**src/rtl/sonar_pkg.sv**
```systemverilog
// Shared types and default constants for the sonar sweep controller.
package sonar_pkg;

    localparam int DIST_W_PADRAO         = 12;
    localparam int ESPERA_CICLOS_PADRAO  = 25_000_000;
    localparam int TIMEOUT_CICLOS_PADRAO = 3_000_000;

    // Controller states; the numeric value is exported on db_estado.
    typedef enum logic [3:0] {
        INICIAL       = 4'd0,
        PREPARA       = 4'd1,
        ESPERA        = 4'd2,
        MEDE          = 4'd3,
        AGUARDA       = 4'd4,
        CALCULA       = 4'd5,
        TRANSMITE     = 4'd6,
        AGUARDA_ENVIO = 4'd7,
        PROXIMA       = 4'd8,
        FIM           = 4'd9
    } estado_t;

endpackage

```
**src/rtl/contador_m.sv**
```systemverilog
// Modulo-M counter: counts while conta=1, wraps after M-1, fim flags M-1.
module contador_m #(
    parameter int M = 4
) (
    input  logic clock,
    input  logic reset,
    input  logic zera,
    input  logic conta,
    output logic fim
);

    localparam int W = (M > 1) ? $clog2(M) : 1;
    localparam logic [W-1:0] MAXIMO = W'(M - 1);

    logic [W-1:0] valor;

    // Count register with synchronous clear taking priority over counting.
    // NOTE: registers are written with <= so every flop samples pre-edge values.
    always_ff @(posedge clock or negedge reset) begin
        if (!reset) begin
            valor <= '0;
        end else if (zera) begin
            valor <= '0;
        end else if (conta) begin
            valor <= (valor == MAXIMO) ? '0 : valor + W'(1);
        end
    end

    assign fim = (valor == MAXIMO);

endmodule

```
**src/rtl/sonar_varredura.sv**
```systemverilog
// Sonar sweep controller: positions a servo, averages N_MED distance
// samples per position, transmits the average and sweeps single or ping-pong.
module sonar_varredura
    import sonar_pkg::*;
#(
    parameter int N_POS          = 8,
    parameter int N_MED          = 4,
    parameter int DIST_W         = DIST_W_PADRAO,
    parameter int ESPERA_CICLOS  = ESPERA_CICLOS_PADRAO,
    parameter int TIMEOUT_CICLOS = TIMEOUT_CICLOS_PADRAO
) (
    input  logic                       clock,
    input  logic                       reset,
    input  logic                       ligar,
    input  logic                       modo,
    input  logic                       medida_pronto,
    input  logic [DIST_W-1:0]          medida,
    input  logic                       envio_pronto,
    output logic [$clog2(N_POS)-1:0]   posicao,
    output logic                       medir,
    output logic                       transmitir,
    output logic [DIST_W-1:0]          distancia,
    output logic                       erro_medida,
    output logic                       fim_posicao,
    output logic                       fim_varredura,
    output logic                       pronto,
    output logic [3:0]                 db_estado
);

    localparam int POS_W = $clog2(N_POS);
    localparam int SH    = $clog2(N_MED);
    localparam int ACC_W = DIST_W + SH;
    localparam int CNT_W = $clog2(N_MED + 1);
    localparam logic [POS_W-1:0] POS_MAX = POS_W'(N_POS - 1);
    localparam logic [CNT_W-1:0] CNT_ULT = CNT_W'(N_MED - 1);

    estado_t           estado, proximo;
    logic [ACC_W-1:0]  acc;
    logic [CNT_W-1:0]  n_amostras;
    logic              sobe;
    logic              fim_espera, fim_timeout;
    logic              amostra_ok;
    logic [DIST_W-1:0] amostra;
    logic              vai_subir;
    logic [POS_W-1:0]  pos_seguinte;
    logic              extremo;
    logic              avanca;

    // Settle timer runs only in ESPERA; timeout timer only in AGUARDA.
    contador_m #(.M(ESPERA_CICLOS)) u_espera (
        .clock (clock),
        .reset (reset),
        .zera  (estado != ESPERA),
        .conta (estado == ESPERA),
        .fim   (fim_espera)
    );

    contador_m #(.M(TIMEOUT_CICLOS)) u_timeout (
        .clock (clock),
        .reset (reset),
        .zera  (estado != AGUARDA),
        .conta (estado == AGUARDA),
        .fim   (fim_timeout)
    );

    // Sample selection: a real measurement wins over a simultaneous timeout.
    always_comb begin
        amostra_ok = 1'b0;
        amostra    = medida;
        if (estado == AGUARDA) begin
            if (medida_pronto) begin
                amostra_ok = 1'b1;
            end else if (fim_timeout) begin
                amostra_ok = 1'b1;
                amostra    = '1;
            end
        end
    end

    // Next servo position; ping-pong turns around at either end.
    always_comb begin
        vai_subir = sobe;
        if (posicao == '0) begin
            vai_subir = 1'b1;
        end else if (posicao == POS_MAX) begin
            vai_subir = 1'b0;
        end
        if (!modo || vai_subir) begin
            pos_seguinte = posicao + POS_W'(1);
        end else begin
            pos_seguinte = posicao - POS_W'(1);
        end
        extremo = (pos_seguinte == POS_MAX) || (pos_seguinte == '0);
        avanca  = ligar && (modo || (posicao != POS_MAX));
    end

    // State register.
    always_ff @(posedge clock or negedge reset) begin
        if (!reset) begin
            estado <= INICIAL;
        end else begin
            estado <= proximo;
        end
    end

    // Next-state and Moore outputs.
    // NOTE: every signal gets a default first so no latch is inferred.
    always_comb begin
        proximo       = estado;
        medir         = 1'b0;
        transmitir    = 1'b0;
        fim_posicao   = 1'b0;
        fim_varredura = 1'b0;
        pronto        = 1'b0;
        case (estado)
            INICIAL:       if (ligar) proximo = PREPARA;
            PREPARA:       proximo = ESPERA;
            ESPERA: begin
                if (!ligar)          proximo = INICIAL;
                else if (fim_espera) proximo = MEDE;
            end
            MEDE: begin
                medir   = 1'b1;
                proximo = AGUARDA;
            end
            AGUARDA: begin
                if (amostra_ok) proximo = (n_amostras == CNT_ULT) ? CALCULA : MEDE;
            end
            CALCULA:       proximo = TRANSMITE;
            TRANSMITE: begin
                transmitir = 1'b1;
                proximo    = AGUARDA_ENVIO;
            end
            AGUARDA_ENVIO: if (envio_pronto) proximo = PROXIMA;
            PROXIMA: begin
                fim_posicao = 1'b1;
                if (!ligar) begin
                    proximo = INICIAL;
                end else if (!modo && posicao == POS_MAX) begin
                    fim_varredura = 1'b1;
                    proximo       = FIM;
                end else begin
                    fim_varredura = modo && extremo;
                    proximo       = ESPERA;
                end
            end
            FIM: begin
                pronto = 1'b1;
                if (!ligar) proximo = INICIAL;
            end
            default:       proximo = INICIAL;
        endcase
    end

    assign db_estado = estado;

    // Datapath: position, direction, accumulator, sample count, result, error.
    always_ff @(posedge clock or negedge reset) begin
        if (!reset) begin
            posicao     <= '0;
            sobe        <= 1'b1;
            acc         <= '0;
            n_amostras  <= '0;
            distancia   <= '0;
            erro_medida <= 1'b0;
        end else begin
            case (estado)
                PREPARA: begin
                    posicao     <= '0;
                    sobe        <= 1'b1;
                    acc         <= '0;
                    n_amostras  <= '0;
                    erro_medida <= 1'b0;
                end
                AGUARDA: begin
                    if (amostra_ok) begin
                        acc        <= acc + ACC_W'(amostra);
                        n_amostras <= n_amostras + CNT_W'(1);
                        if (!medida_pronto) erro_medida <= 1'b1;
                    end
                end
                CALCULA: begin
                    distancia  <= DIST_W'(acc >> SH);
                    acc        <= '0;
                    n_amostras <= '0;
                end
                PROXIMA: begin
                    if (avanca) begin
                        posicao <= pos_seguinte;
                        if (modo) sobe <= vai_subir ? (pos_seguinte != POS_MAX)
                                                    : (pos_seguinte == '0);
                    end
                end
                default: ;
            endcase
        end
    end

endmodule

```
**config.mk**
```make
export PLATFORM = sky130hd
export DESIGN_NAME = sonar_varredura
export DESIGN_NICKNAME = d
export VERILOG_FILES = /design/src/rtl/sonar_pkg.sv /design/src/rtl/contador_m.sv /design/src/rtl/sonar_varredura.sv
export SDC_FILE = /design/constraint.sdc
export NUM_CORES = 1
export LEC_CHECK = 0
export BUFFER_PORTS_ARGS = -buffer_cell sky130_fd_sc_hd__buf_2
export CAP_MARGIN = 20
export CORE_ASPECT_RATIO = 1.75
export CORE_UTILIZATION = 50
export CTS_BUF_LIST = sky130_fd_sc_hd__clkbuf_4 sky130_fd_sc_hd__clkbuf_8
export DETAILED_ROUTE_END_ITERATION = 10
export PLACE_DENSITY = 0.74
export RECOVER_POWER = 100
export SYNTH_ARGS = -nofsm -noshare
export SYNTH_HDL_FRONTEND = slang
export SYNTH_SLANG_ARGS = --single-unit
```
**constraint.sdc**
```tcl
create_clock -name clock -period 3.9 [get_ports clock]
set_input_delay 0.195 -clock clock [delete_from_list [all_inputs] [get_ports clock]]
set_output_delay 0.195 -clock clock [all_outputs]
set_load 0.01 [all_outputs]
```
==> metrics list, run 1 <==
* Leak: ~2.3 nW
- The worst hold path was traced through 3 stages.
- STA classifies the critical path startpoint as a flip-flop.
* Count of warnings emitted by yosys: 0
* Number of cell rows: 46
* Largest area contributor in the netlist: sky130_fd_sc_hd__dfrtp_1
* Quantity of I/O buffers inserted on ports: 42
* Startpoint of the worst hold path: modo
* Data required time of the worst path: around 4.2 ns
- For this configuration, the core starts out at a cell density of about 52%.
* # Max-Cap Violations: 1
- The floorplan step defined a core boundary enclosing 9151 µm².
* Full die area: between 9000 and 10,000 µm²
* TritonCTS Buffers: 9
- In this run, synthesis inferred 0 flip-flops with an integrated enable.
- Worst reg2reg endpoint: acc[10]
- The most used flip-flop cell after synthesis is sky130_fd_sc_hd__dfrtp_1.
* CP startpoint: u_timeout.valor[0]
- The number of global-route vias before repair is roughly 3,800.
- Kind of capture point of the worst setup path: flip-flop
- The initial antenna violation count was 0.
- Failing checks: capacitance limit, slew limit
- Outcome: complete, but fails checks
- Data arrives at the worst endpoint at 3.77 ns.
- Subtracting the final worst setup slack from the clock period gives 3.508 ns.
* Min-Delay Endpoint: sobe
- Counting every net in the synthesized netlist gives ~540.
- Post-synthesis register bit count: 85
* Ratio of total power to cell area: approximately 540 nW/µm²
* NumNets Final: between 500 and 600
- Wire length after detailed routing: between 10,000 and 15,000 µm
* Netlist Area Pre-Place: about 4800 µm²
- TritonCTS built the clock tree.
- Critical Setup Path Class: reg2reg
- Using the TritonRoute via totals, the vias-per-cell ratio works out to 5.630.
- The first global-routing pass estimated about 17,000 µm of wire.
* Number of ports placed on the die boundary: 43
* Sequential element share of the synthesized area: about 45%
* Largest clock skew in the final design: about 0.0065 ns
- For this block, the initial DRC count from the detailed router was between 200 and 300.
* Largest net degree at the start of global routing: between 80 and 90
- Mean area per synthesized cell: 9.481 µm²
- Depth of the most critical reg-to-reg path: 14
- Setup repair after global routing left no endpoint under its margin.
* Asr flop ratio synth: 100.0%
- Max Fanout on Critical Path: 8
* Final count of negative-setup-slack endpoints: 0
* Root cell of the clock tree: sky130_fd_sc_hd__clkbuf_8
- Clock network latency to the later pin of the worst-skew pair: 0.37 ns
* Number of instances in the synthesized netlist: 502
- Total count of max-transition violations in the final report: 30
* Chip height: about 130 µm
- Yosys attributes the largest share of cell area to sky130_fd_sc_hd__dfrtp_1, sky130_fd_sc_hd__xor2_1, sky130_fd_sc_hd__ha_1, sky130_fd_sc_hd__nor2_1, sky130_fd_sc_hd__nand2_1.
- DRT Pass-1 Iters: 4
* TritonCTS Sinks: 85
- Sum of overflow across all layers after global routing: 0
- Estimated wirelength of the detail-placed design: roughly 7000 µm
- For this run, design rule violations remaining after detail routing come to 0.
* Hold violation count in the final report: 0
- Once detail routing completed, the nets flagged for antenna violations numbered 0.
- At the pin with the least slew margin, the transition time is about 1.6 ns.
* Layout cells sized above 1: about a tenth
* Post-Route Setup TNS: 0 ns
* Tightest slew margin relative to the limit: -4.602%
* Horiz. Die Dim: about 76 µm
- After layout, the worst path uses roughly nine tenths of the clock period.
* Global placer's final weighted congestion: 0.8926
* Number of diodes added for antenna fixing: 0
- In this run the register-to-register setup slack is around 0.39 ns.
* Detail-routed net length per standard cell: 15.11 µm
* H-tree levels: 3
* Area added between synthesis and finish: 9.700%
- Synthesis instantiated 59 different standard cells from the library.
- Vias: 3,744
- Peak VDD IR: 385.3 µV
- After clock tree synthesis, the clock-pin slew on the worst setup and hold paths is 0.08 ns.
- Maximum clock frequency: about 0.29 GHz
* Max Buffers Root-to-Sink: 2
* Total global-route track usage: about 22%
- Top-area cell type share of the netlist area: 44.16%
* Layout Utilization: a little under three fifths
* Type of the worst min-delay path: in2reg
- Reg-to-reg startpoint: u_timeout.valor[0]
[cells by family (layout without fill, tap and decap cells)]
| kind of cell | after synthesis | after routing | share of synthesized area, % |
|---|---|---|---|
| fa+ha+maj | 22 | 22 | 6.099 |
| xor+xnor | 50 | 50 | 9.201 |
| flops | 85 | 85 | 44.72 |
| mux | 23 | 23 | 5.231 |
| compound gates | 71 | 71 | 9.148 |
| simple gates | 218 | 218 | 22.50 |
| buf+inv | 33 | 76 | 3.102 |
[metal layers]
layer  part of all wire (%)  wire length (µm)  up-vias  global-route usage [%]
met3                    2.9               287       22                   4.817
met5                      0                 0        -                       0
li1                       -                 -     1809                       -
met1                     40              4049     1844                   24.49
met2                     54              5458       69                   39.56
met4                    2.5               252        0                   10.68
[worst max path at each step]
stage               to  slack [ns]  cells after the start
4_1_cts        acc[13]        0.39                     12
2_1_floorplan  acc[13]        0.80                     15
6_report       acc[10]        0.39                     14
3_5_place_dp   acc[13]        0.41                     11
5_1_grt        acc[13]        0.05                     14
3_3_place_gp   acc[13]        0.54                     12
[cell type report]
type,count,area [µm²]
clock buffer,13,172.7
clock inverter,3,42.54
fill,833,3930
timing repair buffer,49,219.0
tap,120,150.1
inverter,11,41.29
multi-input combinational,384,2467
sequential,85,2128
[registers in the layout, summed over array words and instances, names as in the netlist]
name             cells
u_espera.valor      25
u_timeout.valor     22
acc                 14
distancia           12
db_estado            4
n_amostras           3
posicao              3
erro_medida          1
sobe                 1
[through the flow]
stage	hold WS, ns	cell area, µm²	total power [mW]	setup slack (ns)	instances
detailed placement	0.4622	5054	2.158	0.4084	647
global route	0.1885	5221	2.984	0.04722	665
finish	0.1695	5221	2.799	0.3922	665
CTS	0.06439	5269	2.840	0.3850	663
global placement	0.4556	5054	2.128	0.5434	647
floorplan	-0.1006	4760	1.884	0.7995	502
[critical path, stage by stage, from the launching register on]
cell                       delay (ns)
sky130_fd_sc_hd__dfrtp_1         0.41
sky130_fd_sc_hd__ha_1            0.25
sky130_fd_sc_hd__nand2_1         0.08
sky130_fd_sc_hd__or2_0           0.29
sky130_fd_sc_hd__nor4_1          0.12
sky130_fd_sc_hd__nand2_1         0.30
sky130_fd_sc_hd__nand2b_1        0.10
sky130_fd_sc_hd__ha_1            0.23
sky130_fd_sc_hd__fa_1            0.41
sky130_fd_sc_hd__nand3_1         0.15
sky130_fd_sc_hd__a31oi_1         0.13
sky130_fd_sc_hd__o41ai_1         0.47
sky130_fd_sc_hd__o21ai_0         0.21
sky130_fd_sc_hd__xnor2_1         0.17
sky130_fd_sc_hd__mux2i_1         0.09
[placed cells by master (no fill, tap or decap), types with 13 or more instances in the layout]
cell                       count
sky130_fd_sc_hd__a21oi_1      18
sky130_fd_sc_hd__nand3_1      22
sky130_fd_sc_hd__xnor2_1      16
sky130_fd_sc_hd__ha_1         20
sky130_fd_sc_hd__buf_2        16
sky130_fd_sc_hd__xor2_1       34
sky130_fd_sc_hd__and3_1       13
sky130_fd_sc_hd__nand2_1      55
sky130_fd_sc_hd__clkbuf_1     29
sky130_fd_sc_hd__nor2_1       62
sky130_fd_sc_hd__nand2b_1     17
sky130_fd_sc_hd__dfrtp_1      84
sky130_fd_sc_hd__o21ai_0      29
sky130_fd_sc_hd__nand4_1      13
[power breakdown]
part	internal, mW	leakage [nW]	switching (mW)
Sequential	1.02	1.17	0.159
Combinational	0.376	1.03	0.567
Clock	0.355	0.109	0.322
Total	1.75	2.30	1.05
[cells in the mapped netlist (2+ instances only)]
cell type                   n
sky130_fd_sc_hd__nand2b_1  17
sky130_fd_sc_hd__a21boi_0   2
sky130_fd_sc_hd__ha_1      20
sky130_fd_sc_hd__mux2i_1    8
sky130_fd_sc_hd__or2_1      2
sky130_fd_sc_hd__buf_4      2
sky130_fd_sc_hd__mux2_1     3
sky130_fd_sc_hd__or3_1      7
sky130_fd_sc_hd__nor4_1     4
sky130_fd_sc_hd__nand2_1   55
sky130_fd_sc_hd__buf_6      2
sky130_fd_sc_hd__clkbuf_1  16
sky130_fd_sc_hd__a31oi_1    2
sky130_fd_sc_hd__nor2_1    62
sky130_fd_sc_hd__and3_1    13
sky130_fd_sc_hd__and4_1     3
sky130_fd_sc_hd__a21oi_1   17
sky130_fd_sc_hd__inv_1     11
sky130_fd_sc_hd__o22ai_1    3
sky130_fd_sc_hd__fa_1       2
sky130_fd_sc_hd__xnor2_1   16
sky130_fd_sc_hd__mux2_2    12
sky130_fd_sc_hd__dfrtp_1   84
sky130_fd_sc_hd__nand3_1   22
sky130_fd_sc_hd__nor4b_1    2
sky130_fd_sc_hd__nand4_1   13
sky130_fd_sc_hd__nor3_1     8
sky130_fd_sc_hd__xor2_1    34
sky130_fd_sc_hd__o21ai_0   29
sky130_fd_sc_hd__o21bai_1   2
[what timing repair did]
item / 4_1_cts / 5_1_grt
gates resized for setup: 0 / 1
setup buffers: 0 / 0
endpoints found under the hold margin: 0 / 27
setup endpoints to repair: 0 / 1
hold buffers: 0 / 1
Power figures use the tool's default switching activity.
==> run 2: changes to the inputs <==
==> constraint.sdc (replaced) <==
create_clock -name clock -period 3.9 [get_ports clock]
set_input_delay 0.78 -clock clock [delete_from_list [all_inputs] [get_ports clock]]
set_output_delay 0.78 -clock clock [all_outputs]
set_load 0.01 [all_outputs]
==> run 2 against run 1 <==
The run still ends with capacitance limit, slew limit left. Total power is 3.1% higher. First-iteration DRC count is 10% lower. Fmax shrank 1.3%. Hold slack better by 0.31 ns. Clock skew up 0.0029 ns. Combinational power is 3.6% higher. Die area is the same. Register-to-register slack better by 0.03 ns. Via count down 0.29%.
==> metrics list, run 2 (synthesis gave the netlist of run 1 again) <==
* Leak: approximately 2.3 nW
* Slack of the worst reg-to-reg path: roughly 0.42 ns
* Amount of wire on met2 after detailed routing: 5449 µm
- Post-layout minimum cycle time: between 3 and 4 ns
* Hold violation count in the final report: 0
- Multi-input gate area in the final layout: around 2500 µm²
- H-tree levels: 3
* Depth of the most critical reg-to-reg path: 13
* Chip height: 131.1 µm
* Number of diodes added for antenna fixing: 0
* Number of nets still failing antenna checks after routing: 0
* Via count of the first global-routing pass: between 3,000 and 4,000
- DRT Pass-1 Iters: 5
- Reg clk slew, reported paths: 0.08 ns
- Via/cell ratio: 5.597
- Headroom to the max-slew limit came out at -6.719%.
* Standard cell with the maximum stage delay on the critical path: sky130_fd_sc_hd__dfstp_1
* TritonCTS Buffers: 9
- After clock tree synthesis, the setup repair step added 0 buffers.
- After filler insertion, the fill cell instance count of the layout stands at approximately 840.
- Full die area: about 9900 µm²
- The register with the most flip-flops in the layout has 25 of them.
- Total global-route track usage: between 20% and 30%
- After the first detailed-routing iteration, the DRC count stood at 248.
- Dividing the detail-routed wire length by the instance count gives between 10 and 15 µm.
- The worst path uses about nine tenths of the clock period.
- The worst setup path is launched from a flip-flop.
- IR analysis of the VDD net gives a maximum drop of between 300 and 400 µV.
* Outcome: complete, but fails checks
* M1 WL: 4076 µm
- The number of pins exceeding their max-slew limit in the final report was between 60 and 70.
* Top Registers: u_espera.valor: 25 flops, u_timeout.valor: 22 flops, acc: 14 flops
- For the final database, setup skew stands at about 0.0094 ns.
- On the worst path, the slowest cell contributes a delay of approximately 0.55 ns.
- Worst hold path stage count: 1
- The floorplan has 46 rows.
- Estimated wirelength of the detail-placed design: roughly 7200 µm
- Max Buffers Root-to-Sink: 2
- Leaving out fill and tap cells, the most frequent cell in the layout is sky130_fd_sc_hd__dfrtp_1.
* Kind of capture point of the worst setup path: output port
- Layout cells sized above 1: approximately 9.7%
- Data arrives at the worst endpoint at ~2.8 ns.
- The final layout contains routed wiring with a total length of between 9000 and 10,000 µm.
* CTS tree: yes
- Initial Util: a little over half
- Max Fanout on Critical Path: 4
* Placeable core area: between 9000 and 10,000 µm²
- TritonCTS Sinks: 85
* Data required time of the worst path: around 3.1 ns
* Critical Path, Cell by Cell: a21boi_0, o22a_1, nor2_1, fa_1, xor2_1, xnor2_1, mux2i_1, o22ai_1, clkbuf_1
* Most flop-heavy register: u_espera.valor
- Measured slew at the worst slew-check pin: 1.601 ns
- Reg-to-reg startpoint: u_timeout.valor[0]
* Horiz. Die Dim: 75.75 µm
- The initial antenna violation count came to 0.
* Sum of overflow across all layers after global routing: 0
- The tool flagged a number of max-cap violations equal to 1.
- Routed wire length on met3: around 280 µm
* First-pass GRT wire length: between 15,000 and 20,000 µm
* Final count of negative-setup-slack endpoints: 0
- Derived from the worst setup path, the maximum achievable clock frequency is 0.2815 GHz.
- Registers take 2128 µm².
- Global placer's final weighted congestion: around 0.88
- The endpoint identified for the worst register-to-register timing path is acc[13].
* Post-layout power: just under 3 mW
- Leading cell types in the layout, fill and taps excluded: sky130_fd_sc_hd__dfrtp_1, sky130_fd_sc_hd__nor2_1, sky130_fd_sc_hd__nand2_1
- Compared with the post-synthesis result, the final layout area differs by 10.49%.
* Number of remaining DRC errors: 0
- Ratio of total power to cell area: 548.7 nW/µm²
- Critical Setup Path Class: reg2out
- In this run the worst setup path begins at sobe.
* Root cell of the clock tree: sky130_fd_sc_hd__clkbuf_8
* Vias: roughly 3,700
- Failing checks: capacitance limit, slew limit
* NumNets Final: 582
- RSZ-0062 raised after global routing: no
- Number of ports placed on the die boundary: 43
- The clock reaches the later pin of the worst-skew pair after around 0.36 ns.
- Highest layer used for signal routing: met4
- Post-Route Setup TNS: 0 ns
* Post-CTS resize count: 0
- Largest net degree at the start of global routing: 65
* Quantity of I/O buffers inserted on ports: 42
- In this run the worst hold path is classified as reg2reg.
- The most critical setup path has its endpoint at fim_varredura.
- Cts hold-fix bufs: 0
==> run 2: per-layer routing <==
| layer | vias to the layer above | GRT usage [%] |
|---|---|---|
| li1 | 1815 | - |
| met1 | 1832 | 24.66 |
| met2 | 72 | 40.60 |
| met3 | 14 | 4.740 |
| met4 | 0 | 9.804 |
| met5 | - | 0 |
==> run 2: worst min-delay path by stage <==
stage                                  start                  to
after detailed placement             acc[13]             acc[13]
after global routing      u_timeout.valor[0]  u_timeout.valor[0]
after floorplan                      acc[13]             acc[13]
after CTS                            acc[13]             acc[13]
final                                acc[13]             acc[13]
after global placement               acc[13]             acc[13]
==> run 2: stage by stage <==
stage	setup WS (ns)	hold WS [ns]	area, µm²	utilization (%)	cells
final	0.3475	0.4825	5259	57.47	667
after global routing	0.01774	0.5038	5259	57.47	667
after CTS	0.3427	0.4828	5335	58.30	667
after detailed placement	0.3145	0.4709	5087	55.59	651
after global placement	0.4643	0.4628	5076	55.47	650
after floorplan	0.7995	0.4394	4760	-	502
==> run 2: cell type report <==
cell class                      count  share of cell area [%]
Sequential cell                    85                   40.47
Clock inverter                      4                   1.808
Clock buffer                       12                   2.903
Multi-Input combinational cell    384                   46.92
Timing Repair Buffer               51                   4.259
Inverter                           11                  0.7852
Tap cell                          120                   2.855
==> run 2: critical path, delay by kind of cell (launching register included) <==
| kind | cells | cell delay [ns] |
|---|---|---|
| flip-flops | 1 | 0.55 |
| multiplexers | 1 | 0.21 |
| adder cells (fa/ha/maj) | 1 | 0.42 |
| AND/OR/NAND/NOR | 1 | 0.11 |
| AO/OA/AOI/OAI | 3 | 0.50 |
| buffers and inverters | 1 | 0.13 |
| XOR/XNOR | 2 | 0.49 |
==> run 2: where the power goes <==
group | switching (mW) | internal, mW
Sequential | 0.124 | 1.02
Combinational | 0.594 | 0.383
Clock | 0.307 | 0.457
